==> src/rtl/johnson_pkg.sv <==
// Shared types and constants for the 4-bit Johnson code decoder.
// Holds the code-to-index table so the LUT and any consumer agree on one encoding.
package johnson_pkg;

    typedef enum logic {HUNT, LOCKED} state_t;

    localparam int JC_LEN   = 8;
    localparam int JC_IDX_W = $clog2(JC_LEN);

    // Indexed by the raw 4-bit code; each entry is {legal, idx[2:0]}.
    localparam logic [3:0] JC_LUT [16] = '{
        4'h8, 4'h9, 4'h0, 4'hA,   // 0000->0, 0001->1, 0010 bad, 0011->2
        4'h0, 4'h0, 4'h0, 4'hB,   // 0100..0110 bad, 0111->3
        4'hF, 4'h0, 4'h0, 4'h0,   // 1000->7, 1001..1011 bad
        4'hE, 4'h0, 4'hD, 4'hC    // 1100->6, 1101 bad, 1110->5, 1111->4
    };

    function automatic logic [7:0] sat_inc8(input logic [7:0] v);
        return (v == 8'hFF) ? v : v + 8'd1;
    endfunction

endpackage

==> src/rtl/johnson_lut.sv <==
// Purpose: combinational Johnson code to sequence index decode.
// Latency: 0 cycles (pure combinational).
// Backpressure: none; evaluates every cycle.
module johnson_lut
    import johnson_pkg::*;
(
    input  logic [3:0]          in_code,
    output logic [JC_IDX_W-1:0] idx,
    output logic                legal
);

    logic [3:0] ent;

    assign ent   = JC_LUT[in_code];
    assign legal = ent[3];
    assign idx   = ent[JC_IDX_W-1:0];

endmodule

==> src/rtl/johnson_dec4.sv <==
// Purpose: decode a Johnson code stream, track in-sequence lock and count errors.
// Latency: 1 cycle from in_valid to out_valid; all outputs registered.
// Backpressure: none; every valid sample is consumed and reported.
module johnson_dec4
    import johnson_pkg::*;
#(
    parameter int unsigned LOCK_CNT = 3
) (
    input  logic                jk_clk,
    input  logic                jk_rs,
    input  logic                in_valid,
    input  logic [3:0]          in_code,
    output logic                out_valid,
    output logic [JC_IDX_W-1:0] out_idx,
    output logic                out_illegal,
    output logic                out_seq_err,
    output logic                locked,
    output logic [7:0]          err_cnt
);

    localparam logic [2:0] LOCK_RUN = 3'(LOCK_CNT);

    logic [JC_IDX_W-1:0] lut_idx;
    logic                lut_legal;

    state_t              state;
    logic [JC_IDX_W-1:0] prev_idx;
    logic                prev_ok;
    logic [2:0]          run;

    logic                is_adv;
    logic                is_stall;
    logic [2:0]          hunt_run;

    johnson_lut u_lut (
        .in_code (in_code),
        .idx     (lut_idx),
        .legal   (lut_legal)
    );

    // 3-bit add wraps 7->0, so the wrap counts as an advance.
    always_comb begin
        is_adv   = prev_ok && (lut_idx == prev_idx + 3'd1);
        is_stall = prev_ok && (lut_idx == prev_idx);
        hunt_run = 3'd1;
        if (is_adv) begin
            hunt_run = run + 3'd1;
        end else if (is_stall) begin
            hunt_run = run;
        end
    end

    assign locked = (state == LOCKED);

    always_ff @(posedge jk_clk or negedge jk_rs) begin
        if (!jk_rs) begin
            out_valid   <= 1'b0;
            out_idx     <= '0;
            out_illegal <= 1'b0;
            out_seq_err <= 1'b0;
            err_cnt     <= '0;
            prev_idx    <= '0;
            prev_ok     <= 1'b0;
            run         <= '0;
            state       <= HUNT;
        end else begin
            out_valid   <= in_valid;
            out_illegal <= 1'b0;
            out_seq_err <= 1'b0;
            if (in_valid) begin
                if (!lut_legal) begin
                    out_illegal <= 1'b1;
                    err_cnt     <= sat_inc8(err_cnt);
                    state       <= HUNT;
                    run         <= '0;
                    prev_ok     <= 1'b0;
                end else begin
                    out_idx  <= lut_idx;
                    prev_idx <= lut_idx;
                    prev_ok  <= 1'b1;
                    case (state)
                        HUNT: begin
                            if (hunt_run == LOCK_RUN) begin
                                state <= LOCKED;
                                run   <= '0;
                            end else begin
                                run <= hunt_run;
                            end
                        end
                        LOCKED: begin
                            if (!is_adv && !is_stall) begin
                                out_seq_err <= 1'b1;
                                err_cnt     <= sat_inc8(err_cnt);
                                state       <= HUNT;
                                run         <= 3'd1;
                            end
                        end
                        default: state <= HUNT;
                    endcase
                end
            end
        end
    end

endmodule

==> config.mk <==
export PLATFORM = sky130hd
export DESIGN_NAME = johnson_dec4
export DESIGN_NICKNAME = d
export VERILOG_FILES = /design/src/rtl/johnson_pkg.sv /design/src/rtl/johnson_lut.sv /design/src/rtl/johnson_dec4.sv
export SDC_FILE = /design/constraint.sdc
export NUM_CORES = 1
export LEC_CHECK = 0
export BUFFER_PORTS_ARGS = -buffer_cell sky130_fd_sc_hd__buf_4
export CORE_AREA = 2 2 53 55
export CTS_CLUSTER_DIAMETER = 100
export DETAILED_ROUTE_END_ITERATION = 8
export DIE_AREA = 0 0 55 57
export PLACE_DENSITY = 0.75
export SLEW_MARGIN = 20
export SYNTH_ARGS = -nofsm -noshare
export SYNTH_HDL_FRONTEND = slang
export SYNTH_SLANG_ARGS = --single-unit
==> constraint.sdc <==
create_clock -name jk_clk -period 2.8 [get_ports jk_clk]
set_input_delay 0.42 -clock jk_clk [delete_from_list [all_inputs] [get_ports jk_clk]]
set_output_delay 0.42 -clock jk_clk [all_outputs]
set_load 0.005 [all_outputs]
==> Word level (Yosys, flattened, before mapping) <==
Memories as Yosys holds them, arrays and structs flattened.
Cells that the tools add are included.
{ "word_totals": {"reg_bits": 19, "rom_bits": 64, "in_bits": 7, "out_inout_bits": 15, "wordCells": 53, "memories": 1} }
{ "classes": {"add_sub_neg": 3, "order_cmp": 1, "eq_ne": 7, "muxes": 23, "bitwise_logic": 2, "n_reduce_logical": 8} }
{ "mem_list": {"columns": ["name", "depth", "width", "read_ports", "rd_clocked_by_memory_dff", "write_ports", "line_no", "source"], "rows": [
  ["(no name shown)", 16, 4, 1, 0, 0, "johnson_lut.sv:14", "assign ent = JC_LUT[in_code];"]
]} }
{ "op_table": {"columns": ["op", "n"], "rows": [
  ["$mux W8", 4],
  ["$mux W3", 5],
  ["$mux W1", 10],
  ["$add A8 B1 Y8 const B", 1],
  ["$eq A8 B8 Y1 const B", 1],
  ["$mux W4", 2],
  ["$add A3 B1 Y3 const B", 2],
  ["$eq A3 B3 Y1", 2],
  ["$pmux W3 S2", 1],
  ["$ge A5 B5 Y1 const B", 1],
  ["$not A4 Y5", 1],
  ["$ne A2 B2 Y1 const B", 2],
  ["$reduce_and A2 Y1", 2],
  ["$eq A3 B2 Y1 const B", 1],
  ["$logic_and A1 B1 Y1", 3],
  ["$ne A3 B3 Y1 const B", 1],
  ["$reduce_and A3 Y1", 1],
  ["$logic_not A1 Y1", 2],
  ["$pmux W1 S2", 1],
  ["$not A1 Y1", 1]
]} }

==> Depth between registers and ports, before layout <==
Gate-level depths: netlist (run 1).
{ "logic_depth": {"depth_word": 12, "ltp_mapped": 8, "mapped_depth_nobuf": 8} }

==> By module <==
Synthesis (run 1) repeated with hierarchy kept, for this count alone.
{ "hier_totals": {"hier_cells": 103, "hier_area_um2": 1072.3} }
{ "by_module_without_submodules": {"columns": ["module", "instances", "cells_per_inst", "area_each_um2", "seq_area_each_um2"], "rows": [
  ["johnson_dec4", 1, 91, 1008.5, 475.5],
  ["johnson_lut", 1, 12, 63.8, 0.0]
]} }

==> Least setup slack after synthesis (run 1) <==
Ideal clock, no wire load.
{ "synth_path": {"path_type": "register -> register", "start": "register prev_idx[0]", "end": "register err_cnt[1]", "setup_ns": 0.125, "arrival_ns": 2.197, "t_required_ns": 2.675, "setup_slack_ns": 0.478, "stages_incl_launch_ff": 9, "n_path_buf": 0, "synth_period_minus_slack_ns": 2.322, "path_cell_list": "dfrtp_1 > ha_1 > nor2_1 > o2bb2ai_1 > a211o_1 > a32oi_4 > a21oi_4 > nor2_2 > mux2_4"} }
{ "synth_via": {"elab_chain_cells": 7, "word_cells_on_any_way": 10, "classes_between": "add/sub: 1; eq/ne: 3; reduce/logical: 6"} }
{ "synth_rtl": {"columns": ["element", "line_no", "source"], "rows": [
  ["from (decl)", "johnson_dec4.sv:27", "logic [JC_IDX_W-1:0] prev_idx;"],
  ["from (signal assigned)", "johnson_dec4.sv:79", "prev_idx <= lut_idx;"],
  ["$add A3 B1 Y3", "johnson_dec4.sv:43", "is_adv = prev_ok && (lut_idx == prev_idx + 3'd1);"],
  ["$eq A3 B3 Y1", "johnson_dec4.sv:43", null],
  ["$logic_and A1 B1 Y1", "johnson_dec4.sv:43", null],
  ["$logic_not A1 Y1", "johnson_dec4.sv:91", "if (!is_adv && !is_stall) begin"],
  ["$logic_and A1 B1 Y1 *", "johnson_dec4.sv:91", null],
  ["$ne A2 B2 Y1 (no line) *", null, null],
  ["$reduce_and A3 Y1 (no line) *", null, null],
  ["to (signal assigned)", "johnson_dec4.sv:73", "err_cnt <= sat_inc8(err_cnt);"],
  ["to (signal assigned)", "johnson_dec4.sv:93", "err_cnt <= sat_inc8(err_cnt);"],
  ["to (decl)", "johnson_dec4.sv:18", "output logic [7:0] err_cnt"]
]} }
Every way passes the cells marked *; elsewhere a longest branch is shown, timed or not.
A chain may end at the register's enable or synchronous reset.

==> Worst setup path in the final report (run 1) <==
{ "layout_path": {"start": "register prev_idx[1]", "end": "register err_cnt[1]"} }
Same word-level chain as after synthesis.

==> summary.md, run 1 <==
| Metric | Value |
|---|---|
| Status | finished, final reports clean |
| Count leader, synth | dfrtp_1 |
| Synth top area share | 35.8% |
| Clk pwr share | 14.4% |
| Critical path class | reg -> reg |
| Minimum clock period | 2.42 ns |
| Power per cell area | 595 mW/mm^2 |
| Clock slew at reported path FFs | ~0.1 ns |
| Global-route wire length before repair | ~4700 um |
| Final Skew | 0.00486 ns |
| Layout cell share with drive strength beyond 1 | 26.5% |
| Residual DRC count | 0 |
| Crit start category | flop |
| NetSw | around 0.33 mW |
| Routed Antenna Nets | 0 |
| Total I/O pin count | 22 |
| GRT overflow | 0 |
| Commonest cells post-synth | 19 x dfrtp_1, 12 x xor2_1, 10 x nor2_1 |
| Yosys top cell by area | dfrtp_1 |
| RSZ-0062 raised after global routing | no |
| # port buffers | 21 |
| Setup crit end kind | flop |
| Ranking of synthesized cells by area | dfrtp_1 36%, xor2_1 7.9%, ha_1 2.8% |
| Sequential share of power | 44.2% |
| Final nets | about 170 |
| Arrival @ worst endpoint | 2.61 ns |
| Slew Limit Fails | 0 |
| Internal | 0.581 mW |
| Synth cell types | 53 |
| Maximum level of the CTS H-tree | 1 |
| Fmax | 0.413 GHz |
| Average routed wire per standard cell | 14.6 um |
| Starting Density | between 50% and 60% |
| Rel. slew slack | 64.4% |
| Die Ht | between 50 and 60 um |
| Root Driver | clkbuf_4 |
| Final WL | 2810 um |
| Switch share | between 30% and 40% |
| Synth Area in XOR/XNOR | 7.91% |
| Die footprint | ~0.0031 mm^2 |
| Place WS | 0.325 ns |
| # diodes | 0 |
| Gr usage total | 20.4% |
| TritonCTS sink count | 19 |
| Routability cong. | 0.820 |
| Cells after Synth | 141 |
| Fin area | 0.00153 mm^2 |
| Top FF cell, synth | dfrtp_1 |
| Setup TNS Final | 0 ns |
| Syn_area_per_cell | 9.42 um^2 |
| Crit path required time | between 2 and 3 ns |
| Core footprint | 0.00262 mm^2 |
| P&R area growth vs syn | 15.4% |
| Detailed Place HPWL | 2130 um |
| Syn Nets | 151 |
| Post-synthesis mux area share | under 10% |
| Area after DPL | 0.00150 mm^2 |
| Worst-path fanout max | 7 |
| Vias in the first global route | 1073 |
| DRT iter0 DRCs | 57 |
| Comb pwr share | ~41% |
| EDFF count, synth | 0 |
| Fraction of registers with async set/reset | 100% |
| Worst setup margin | 0.378 ns |
| Largest net degree at the start of global routing | 20 |
| Setup violations, final | 0 |
| Leak pwr | 0.700 nW |
| Post-synthesis simple-gate area fraction | 23.3% |
| HP Class | in -> reg |
| Routed vias/inst | 5.92 |
| Compound-Gate Fraction of Synth Area | 23.4% |
| CTS tree | yes |
| Row cnt | 19 |
| Final total power | 0.912 mW |
| Clk buf depth | 2 |
| Peak VDD IR | 0.000398 V |
| Initial antenna violation count | 0 |
| Max_cap viols | 0 |
| Post-Synth Adder-Cell Area | 2.82% |
| Syn. warnings | 0 |
| Worst-Skew Late Latency | 0.29 ns |
| Measured slew at the worst slew-check pin | 0.531 ns |
| Flops & latches, synth | 19 |
| Vias | 1142 |
| Largest family of logic cells by synthesized area | compound AO/OA/AOI/OAI gates |
| FILL cells | 244 |
| Die width | 55 um |
| Post-CTS sizing | 0 |
| Syn Std Cell Area | 0.00133 mm^2 |
| Final Hold Vio Count | 0 |
| Fin crit share | between 80% and 90% |
| Postcts setup bufs | 0 |
| Cts bufs inserted | 3 |
| Register area share after synthesis | 35.8% |
| Drt first pass iters | 4 |
[layout by cell type, fill, tap and decap left out, types with 2 or more instances in the layout]
master,netlist,layout
inv_1,7,7
nand2b_1,2,2
nor2_1,10,10
dfrtp_1,19,19
xor2_1,12,12
and2_2,2,2
or3_1,2,2
a21oi_1,6,6
a31oi_1,2,2
o21ai_0,6,6
clkbuf_4,0,3
o31ai_1,3,3
nand2_1,7,7
nor3b_1,5,5
ha_1,3,3
buf_4,2,22
nor2_2,2,2
nand4_1,2,2
nand3_1,4,4
nor3_1,4,4
a211oi_1,2,2
a32o_1,2,2
a32oi_1,2,2
or2_2,2,2
[sequential cells by signal, indices dropped and copies added (netlist names)]
signal	flops
err_cnt	8
prev_idx	3
run	3
locked	1
out_illegal	1
out_seq_err	1
out_valid	1
prev_ok	1
[worst max-delay path, cell delays in order (launching register included)]
cell and delay [ns]:
dfrtp_1 0.44, ha_1 0.35, nor2_1 0.07, o2bb2ai_1 0.12, a211o_1 0.34, a32oi_4 0.35
a21oi_4 0.14, nor2_2 0.19, mux2_4 0.31
[final cells by class]
class	instances	area, um^2	area share [%]
multi-input cells	108	788	51.4
flip-flops and latches	19	475	31.0
repair buffers	23	175	11.4
well taps	31	38.8	2.53
inverters	8	30.0	1.96
clock buffers	4	26.3	1.71
[what timing repair did]
action | in CTS | in global routing
hold buffers | 1 | 0
hold endpoints to repair | 19 | 0
setup endpoints to repair | 0 | 0
[metrics by stage]
stage	cells	util, %	hold slack [ns]
2_1_floorplan	141	-	0.124
3_3_place_gp	188	57.3	0.304
3_5_place_dp	188	57.3	0.307
4_1_cts	193	58.7	0.325
5_1_grt	193	58.7	0.306
6_report	193	58.7	0.337
[power groups by stage]
stage	combinational [mW]	clock, mW	sequential, mW
after global routing	0.415	0.157	0.413
after CTS	0.382	0.139	0.404
after floorplan	0.239	0	0.399
after global placement	0.367	0	0.404
final	0.377	0.132	0.403
after detailed placement	0.379	0	0.408
[logic make-up (layout without fill, tap and decap cells)]
kind of cell | after synthesis | after routing
mux | 2 | 2
flops | 19 | 19
fa+ha+maj | 3 | 3
compound gates | 38 | 38
buf+inv | 14 | 35
simple gates | 53 | 53
xor+xnor | 12 | 12
[worst paths after layout]
| check | startpoint | end | slack [ns] | depth (start not counted) |
|---|---|---|---|---|
| min in group asynchronous | jk_rs | err_cnt[1] | 0.53 | 2 |
| hold / removal | in_valid | out_valid | 0.34 | 1 |
| setup / recovery | prev_idx[1] | err_cnt[1] | 0.38 | 8 |
| hold reg to reg | err_cnt[7] | err_cnt[7] | 0.50 | 1 |
| max in group asynchronous | jk_rs | err_cnt[6] | 2.07 | 2 |
| setup reg to reg | prev_idx[1] | err_cnt[1] | 0.38 | 8 |
[metal layers]
metal,share of wire (%),vias to the layer above,GRT usage (%)
li1,-,560,-
met1,44,549,26.9
met2,51,29,33.2
met3,3.8,4,3.14
met4,0.89,0,8.01
met5,0,-,0
(Power assumes the default switching activity.)
==> run 2, diff against run 1 <==
Settings changed: CORE_AREA 2 2 53 55 to 2 2 62 47, CTS_BUF_LIST from default to sky130_fd_sc_hd__clkbuf_4 sky130_fd_sc_hd__clkbuf_8, DIE_AREA 0 0 55 57 to 0 0 64 49, PLACE_DENSITY 0.75 to 0.84.
==> run 2 against run 1 <==
Via count is 3.4% higher. Worst setup slack worse by 0.0071 ns. Count of clock-buffer cells in the layout is 1 lower. Cell count is 2.6% higher. Utilization is 1.1 points higher. Clock skew is 0.0088 ns higher. Non-clock buffer count stayed put.
==> summary.md, run 2 (synthesis gave the netlist of run 1 again) <==
| Metric | Value |
|---|---|
| Status | finished, final reports clean |
| Vias in the first global route | 1043 |
| DRT iter0 DRCs | between 50 and 60 |
| Drt first pass iters | 4 |
| # diodes | 0 |
| Clock slew at reported path FFs | 0.13 ns |
| Die footprint | 0.00314 mm^2 |
| Total I/O pin count | 22 |
| Gr usage total | 20.9% |
| Internal | 0.580 mW |
| Slowest-stage cell, CP | dfrtp_1 |
| Final WL | 3090 um |
| CP delay by family, top | simple AND/OR/NAND/NOR gates |
| Minimum clock period | 2.43 ns |
| RSZ-0062 raised after global routing | no |
| Worst-path fanout max | 6 |
| Layout cell share with drive strength beyond 1 | 27.2% |
| Maximum level of the CTS H-tree | 1 |
| GRT overflow | 0 |
| Leak pwr | 0.698 nW |
| Die Ht | approximately 49 um |
| # port buffers | 21 |
| Switch share | between 30% and 40% |
| Fin area | 0.00154 mm^2 |
| Most frequent cells in the layout | 22 x buf_4, 19 x dfrtp_1, 12 x xor2_1, 10 x nor2_1 |
| P&R area growth vs syn | 16.2% |
| Crit start category | flop |
| Worst-Skew Late Latency | 0.32 ns |
| Average routed wire per standard cell | between 15 and 20 um |
| Final Hold Vio Count | 0 |
| Peak VDD IR | approximately 0.00035 V |
| Core footprint | about 0.0026 mm^2 |
| HP Start | in_valid |
| Measured slew at the worst slew-check pin | just over 0.5 ns |
| Hold path depth | 1 |
| Residual DRC count | 0 |
| Fmax | 0.412 GHz |
| Power per cell area | 609 mW/mm^2 |
| NetSw | 0.360 mW |
| R2R depth | 8 |
| Detailed Place HPWL | 2300 um |
| Starting Density | 51.5% |
| Clk pwr share | 16.4% |
| Crit path required time | 3.02 ns |
| Rel. slew slack | 65.5% |
| WP buf/inv | 0 |
| Arrival @ worst endpoint | 2.65 ns |
| Die width | 64 um |
| Sequential share of power | a little over two fifths |
| Setup slack, reg-to-reg | 0.37 ns |
| Worst-path cell chain | ha_1 -> or2b_2 -> a21oi_1 -> a211o_1 -> nand3_1 -> nor3b_1 -> o31ai_1 -> a32o_1 |
| Biggest register | err_cnt |
| Initial antenna violation count | 0 |
| Row cnt | 16 |
| HP Class | in -> reg |
| Comb pwr share | between 40% and 50% |
| Final Skew | 0.0137 ns |
| Vias | ~1200 |
| TritonCTS sink count | 19 |
| Routability cong. | between 0.8 and 0.9 |
| Max_cap viols | 0 |
| Critical path class | reg -> reg |
| Hold Crit Endpoint | out_valid |
| Global-route wire length before repair | approximately 5100 um |
| Largest net degree at the start of global routing | 20 |
| Post-CTS sizing | 0 |
| Slew Limit Fails | 0 |
| Setup crit end kind | flop |
| Crit Reg-Reg Startpoint | prev_idx[1] |
| Cts bufs inserted | 3 |
| Root Driver | clkbuf_4 |
| FILL cells | 215 |
| Final nets | 173 |
| Routed vias/inst | a little under 6 |
| Fin crit share | 86.8% |
| CTS tree | yes |
| Most common library cell in the layout ignoring fill and taps | buf_4 |
| Worst r2r dst | run[2] |
| Largest regs | err_cnt (8), prev_idx (3), run (3) |
| Routed Antenna Nets | 0 |
| Largest stage delay, worst path | roughly 0.45 ns |
| Clk buf depth | 2 |
| Area after DPL | 0.00150 mm^2 |
| Setup TNS Final | 0 ns |
| Largest register FFs | 8 |
| Setup violations, final | 0 |
run 2: cell count changes in the layout (fill, tap and decap cells not counted):
cell	before	now
clkinvlp_4	0	1
clkbuf_1	1	0
run 2: how the worst max path moves through the flow:
stage	startpoint	end	slack, ns	depth (start not counted)
2_1_floorplan	prev_idx[0]	err_cnt[1]	0.48	8
3_3_place_gp	in_code[3]	err_cnt[1]	0.40	8
3_5_place_dp	in_code[3]	err_cnt[1]	0.34	8
4_1_cts	prev_idx[1]	err_cnt[1]	0.39	8
5_1_grt	prev_idx[1]	run[2]	0.25	8
6_report	prev_idx[1]	run[2]	0.37	8
run 2: routing by layer:
metal | share of wire, % | wire length (um) | up-vias | track usage [%]
met2 | 44 | 1360 | 62 | 30.9
met3 | 8.2 | 252 | 4 | 6.47
met5 | 0 | 0 | - | 0
met1 | 47 | 1460 | 554 | 29.8
li1 | - | - | 561 | -
met4 | 0.71 | 22 | 0 | 5.07
run 2: what timing repair did:
action | 4_1_cts | 5_1_grt
hold buffers | 1 | 0
hold endpoints to repair | 19 | 0
setup buffers | 0 | 0
run 2: stage by stage:
step           instances  hold WS, ns  power, mW  setup WS, ns  util [%]
6_report             198        0.313      0.940         0.371      59.8
4_1_cts              198        0.307      0.942         0.385      59.8
3_3_place_gp         193        0.302      0.767         0.403      58.2
2_1_floorplan        141        0.124      0.638         0.478         -
5_1_grt              198        0.302       1.00         0.248      59.8
3_5_place_dp         193        0.311      0.787         0.342      58.2
run 2: final cells by class:
cell class              instances  area [um^2]  area share [%]
inverters                       8         30.0            1.94
well taps                      36         45.0            2.92
multi-input cells             108          788            51.1
clock buffers                   3         22.5            1.46
flip-flops and latches         19          475            30.8
repair buffers                 23          175            11.3
clock inverters                 1         7.51           0.486
run 2: power groups by stage:
stage	logic (mW)	registers, mW	clock network, mW
final	0.381	0.405	0.154
after global routing	0.421	0.414	0.166
after detailed placement	0.379	0.408	0
after floorplan	0.239	0.399	0
after CTS	0.383	0.403	0.156
after global placement	0.365	0.402	0
==> run 3, diff against run 2 <==
Settings changed: CAP_MARGIN from default to 20, CORE_AREA 2 2 62 47 to 2 2 56 42, DIE_AREA 0 0 64 49 to 0 0 58 44, PLACE_DENSITY 0.84 to 0.87, SYNTH_HIERARCHICAL from default to 1.
==> run 3 against run 2 <==
Cell count fell by 24%. Final area fell by 16%. Register-to-register slack improved by 0.36 ns. Area after synthesis fell by 19%. Sequential share of layout area rose by 6.0 points.
==> summary.md, run 3 <==
| Metric | Value |
|---|---|
| Most common library cell in the layout ignoring fill and taps | buf_4 |
| DRT iter0 DRCs | 29 |
| Count leader, synth | dfrtp_1 |
| Residual DRC count | 0 |
| Crit Reg-Reg Startpoint | prev_idx[2] |
| # port buffers | 21 |
| Syn Nets | 113 |
| Arrival @ worst endpoint | 2.45 ns |
| Row cnt | 14 |
| Worst-path cell chain | buf_4 -> or2_1 -> a21oi_1 -> xor2_1 -> or4_1 -> a31oi_4 -> mux2_1 |
| Fraction of registers with async set/reset | 100% |
| Vias in the first global route | about 780 |
| Status | finished, final reports clean |
| Maximum level of the CTS H-tree | 1 |
| Clk buf depth | 2 |
| FILL cells | 162 |
| Setup crit end kind | flop |
| Hold_ws | 0.302 ns |
| Finished Layout Cells | 151 |
| Fmax | between 0.4 and 0.5 GHz |
| Cts bufs inserted | 3 |
| Power per cell area | 640 mW/mm^2 |
| CTS tree | yes |
| Minimum clock period | 2.26 ns |
| Final nets | 138 |
| Drt first pass iters | 4 |
| Initial antenna violation count | 0 |
| Register area | 475 um^2 |
| Inst Count DP | 146 |
| # diodes | 0 |
| Final Skew | 0.00262 ns |
| Die footprint | 0.00255 mm^2 |
| Register area share after synthesis | 44.3% |
| Rel. slew slack | 69.8% |
| P&R area growth vs syn | 20.4% |
| Die width | a little under 60 um |
| Root Driver | clkbuf_4 |
| Setup violations, final | 0 |
| Yosys top cell by area | dfrtp_1 |
| Multi-input gate area | 581 um^2 |
| Top FF cell, synth | dfrtp_1 |
| Syn_area_per_cell | ~10 um^2 |
| Area after DPL | 0.00125 mm^2 |
| Slew Limit Fails | 0 |
| Cells after Synth | approximately 100 |
| Largest regs | err_cnt (8), prev_idx (3), run (3) |
| EDFF count, synth | 0 |
| Biggest register | err_cnt |
| Crit path required time | 2.99 ns |
| Total I/O pin count | 22 |
| TritonCTS sink count | 19 |
| Routed Antenna Nets | 0 |
| Worst r2r dst | err_cnt[1] |
| Syn Std Cell Area | ~0.0011 mm^2 |
| Peak VDD IR | 0.000416 V |
| Measured slew at the worst slew-check pin | 0.449 ns |
| Fin crit share | 80.7% |
| Worst-Skew Late Latency | approximately 0.3 ns |
| Syn. warnings | 6 |
| Synth cell types | 35 |
| Place WS | 0.233 ns |
| Detailed Place HPWL | approximately 1700 um |
| Setup TNS Final | 0 ns |
| GRT overflow | 0 |
| Largest register FFs | 8 |
| Setup slack, reg-to-reg | approximately 0.73 ns |
| Flops & latches, synth | 19 |
| R2R depth | 4 |
| Hold Crit Endpoint | out_valid |
| Largest net degree at the start of global routing | 20 |
| Routed vias/inst | 5.51 |
| Crit start category | primary input |
| Ranking of synthesized cells by area | dfrtp_1 44%, xor2_1 6.5%, xnor2_1 4.1% |
| Hold path depth | 1 |
| Worst setup margin | 0.542 ns |
| Routability cong. | 0.850 |
| HP Class | in -> reg |
| Synth top area share | between 40% and 50% |
| Commonest cells post-synth | 19 x dfrtp_1, 10 x nand2_1, 8 x xor2_1 |
| Final Hold Vio Count | 0 |
| Starting Density | 52.8% |
| Leak pwr | 0.613 nW |
| Worst-path fanout max | 8 |
| Average routed wire per standard cell | 14.3 um |
| Core footprint | 0.00203 mm^2 |
| Clock slew at reported path FFs | 0.10 ns |
| Vias | 832 |
| Gr usage total | around 20% |
| Fin area | approximately 0.0013 mm^2 |
| Global-route wire length before repair | 3620 um |
| Slowest-stage cell, CP | or4_1 |
| Max_cap viols | 0 |
| HP Start | in_valid |
| Critical path class | in -> reg |
| Final WL | 2160 um |
| Largest stage delay, worst path | 0.64 ns |
| Most frequent cells in the layout | 21 x buf_4, 19 x dfrtp_1, 10 x nand2_1, 8 x xor2_1, 7 x a21oi_1 |
| Layout cell share with drive strength beyond 1 | between 20% and 30% |
| RSZ-0062 raised after global routing | no |
| Die Ht | roughly 44 um |
## run 3: cell count changes after synthesis, moves of 3 or more
cell	delta
buf_2	-3
inv_1	-5
nand2_1	+3
nor2_1	-4
nor3b_1	-3
o31ai_1	-3
xnor2_1	+5
xor2_1	-4
## run 3: kinds of logic (layout without fill, tap and decap cells)
group / Yosys count / after routing / share of synthesized area [%]
buffers and inverters: 4 / 28 / 1.52
adders and majority gates: 3 / 3 / 3.50
DFF: 19 / 19 / 44.3
AOI/OAI and AO/OA: 22 / 22 / 14.7
and+or+nand+nor: 37 / 37 / 19.0
xor gates and xnor gates: 14 / 14 / 12.7
muxes: 4 / 4 / 4.20
## run 3: final cells by class
type	count	area share, %
clock buffers	4	2.33
well taps	24	2.33
multi-input cells	80	45.0
flip-flops and latches	19	36.8
repair buffers	22	13.0
inverters	2	0.581
## run 3: worst max path at each step
stage	startpoint	end	slack, ns
finish	in_code[1]	err_cnt[1]	0.54
global route	in_code[1]	err_cnt[1]	0.45
CTS	in_code[1]	err_cnt[1]	0.55
detailed placement	in_code[1]	err_cnt[1]	0.23
global placement	in_code[1]	err_cnt[1]	0.30
floorplan	in_code[1]	err_cnt[1]	0.53
## run 3: where the power goes
group	switching [mW]	internal (mW)	total, mW
sequential	0.0684	0.332	0.401
clock	0.0829	0.0653	0.148
combinational	0.120	0.157	0.277
## run 3: worst max-delay path: cells and delay by family
family	cells	cell delay, ns
compound gates	2	0.55
simple gates	2	0.88
xor+xnor	1	0.12
mux	1	0.35
buf+inv	1	0.13
## run 3: per-layer routing
metal	routed length [um]	part of all wire, %	vias to the layer above	track usage (%)
li1	-	-	414	-
met1	988	46	385	25.3
met2	1000	46	26	30.9
met3	134	6.2	7	6.57
met4	34	1.6	0	6.98
met5	0	0	-	0
## run 3: through the flow
step                      utilization (%)  total power, mW
after floorplan                         -            0.555
after global placement               61.6            0.675
after detailed placement             61.6            0.686
after CTS                            63.5            0.837
after global routing                 63.5            0.884
final                                63.5            0.826
## run 3: repair_timing
| item | in CTS | in global routing |
|---|---|---|
| hold endpoints to repair | 19 | 0 |
| hold buffers | 1 | 0 |
| setup buffers | 0 | 0 |
| resized for setup | 0 | 0 |
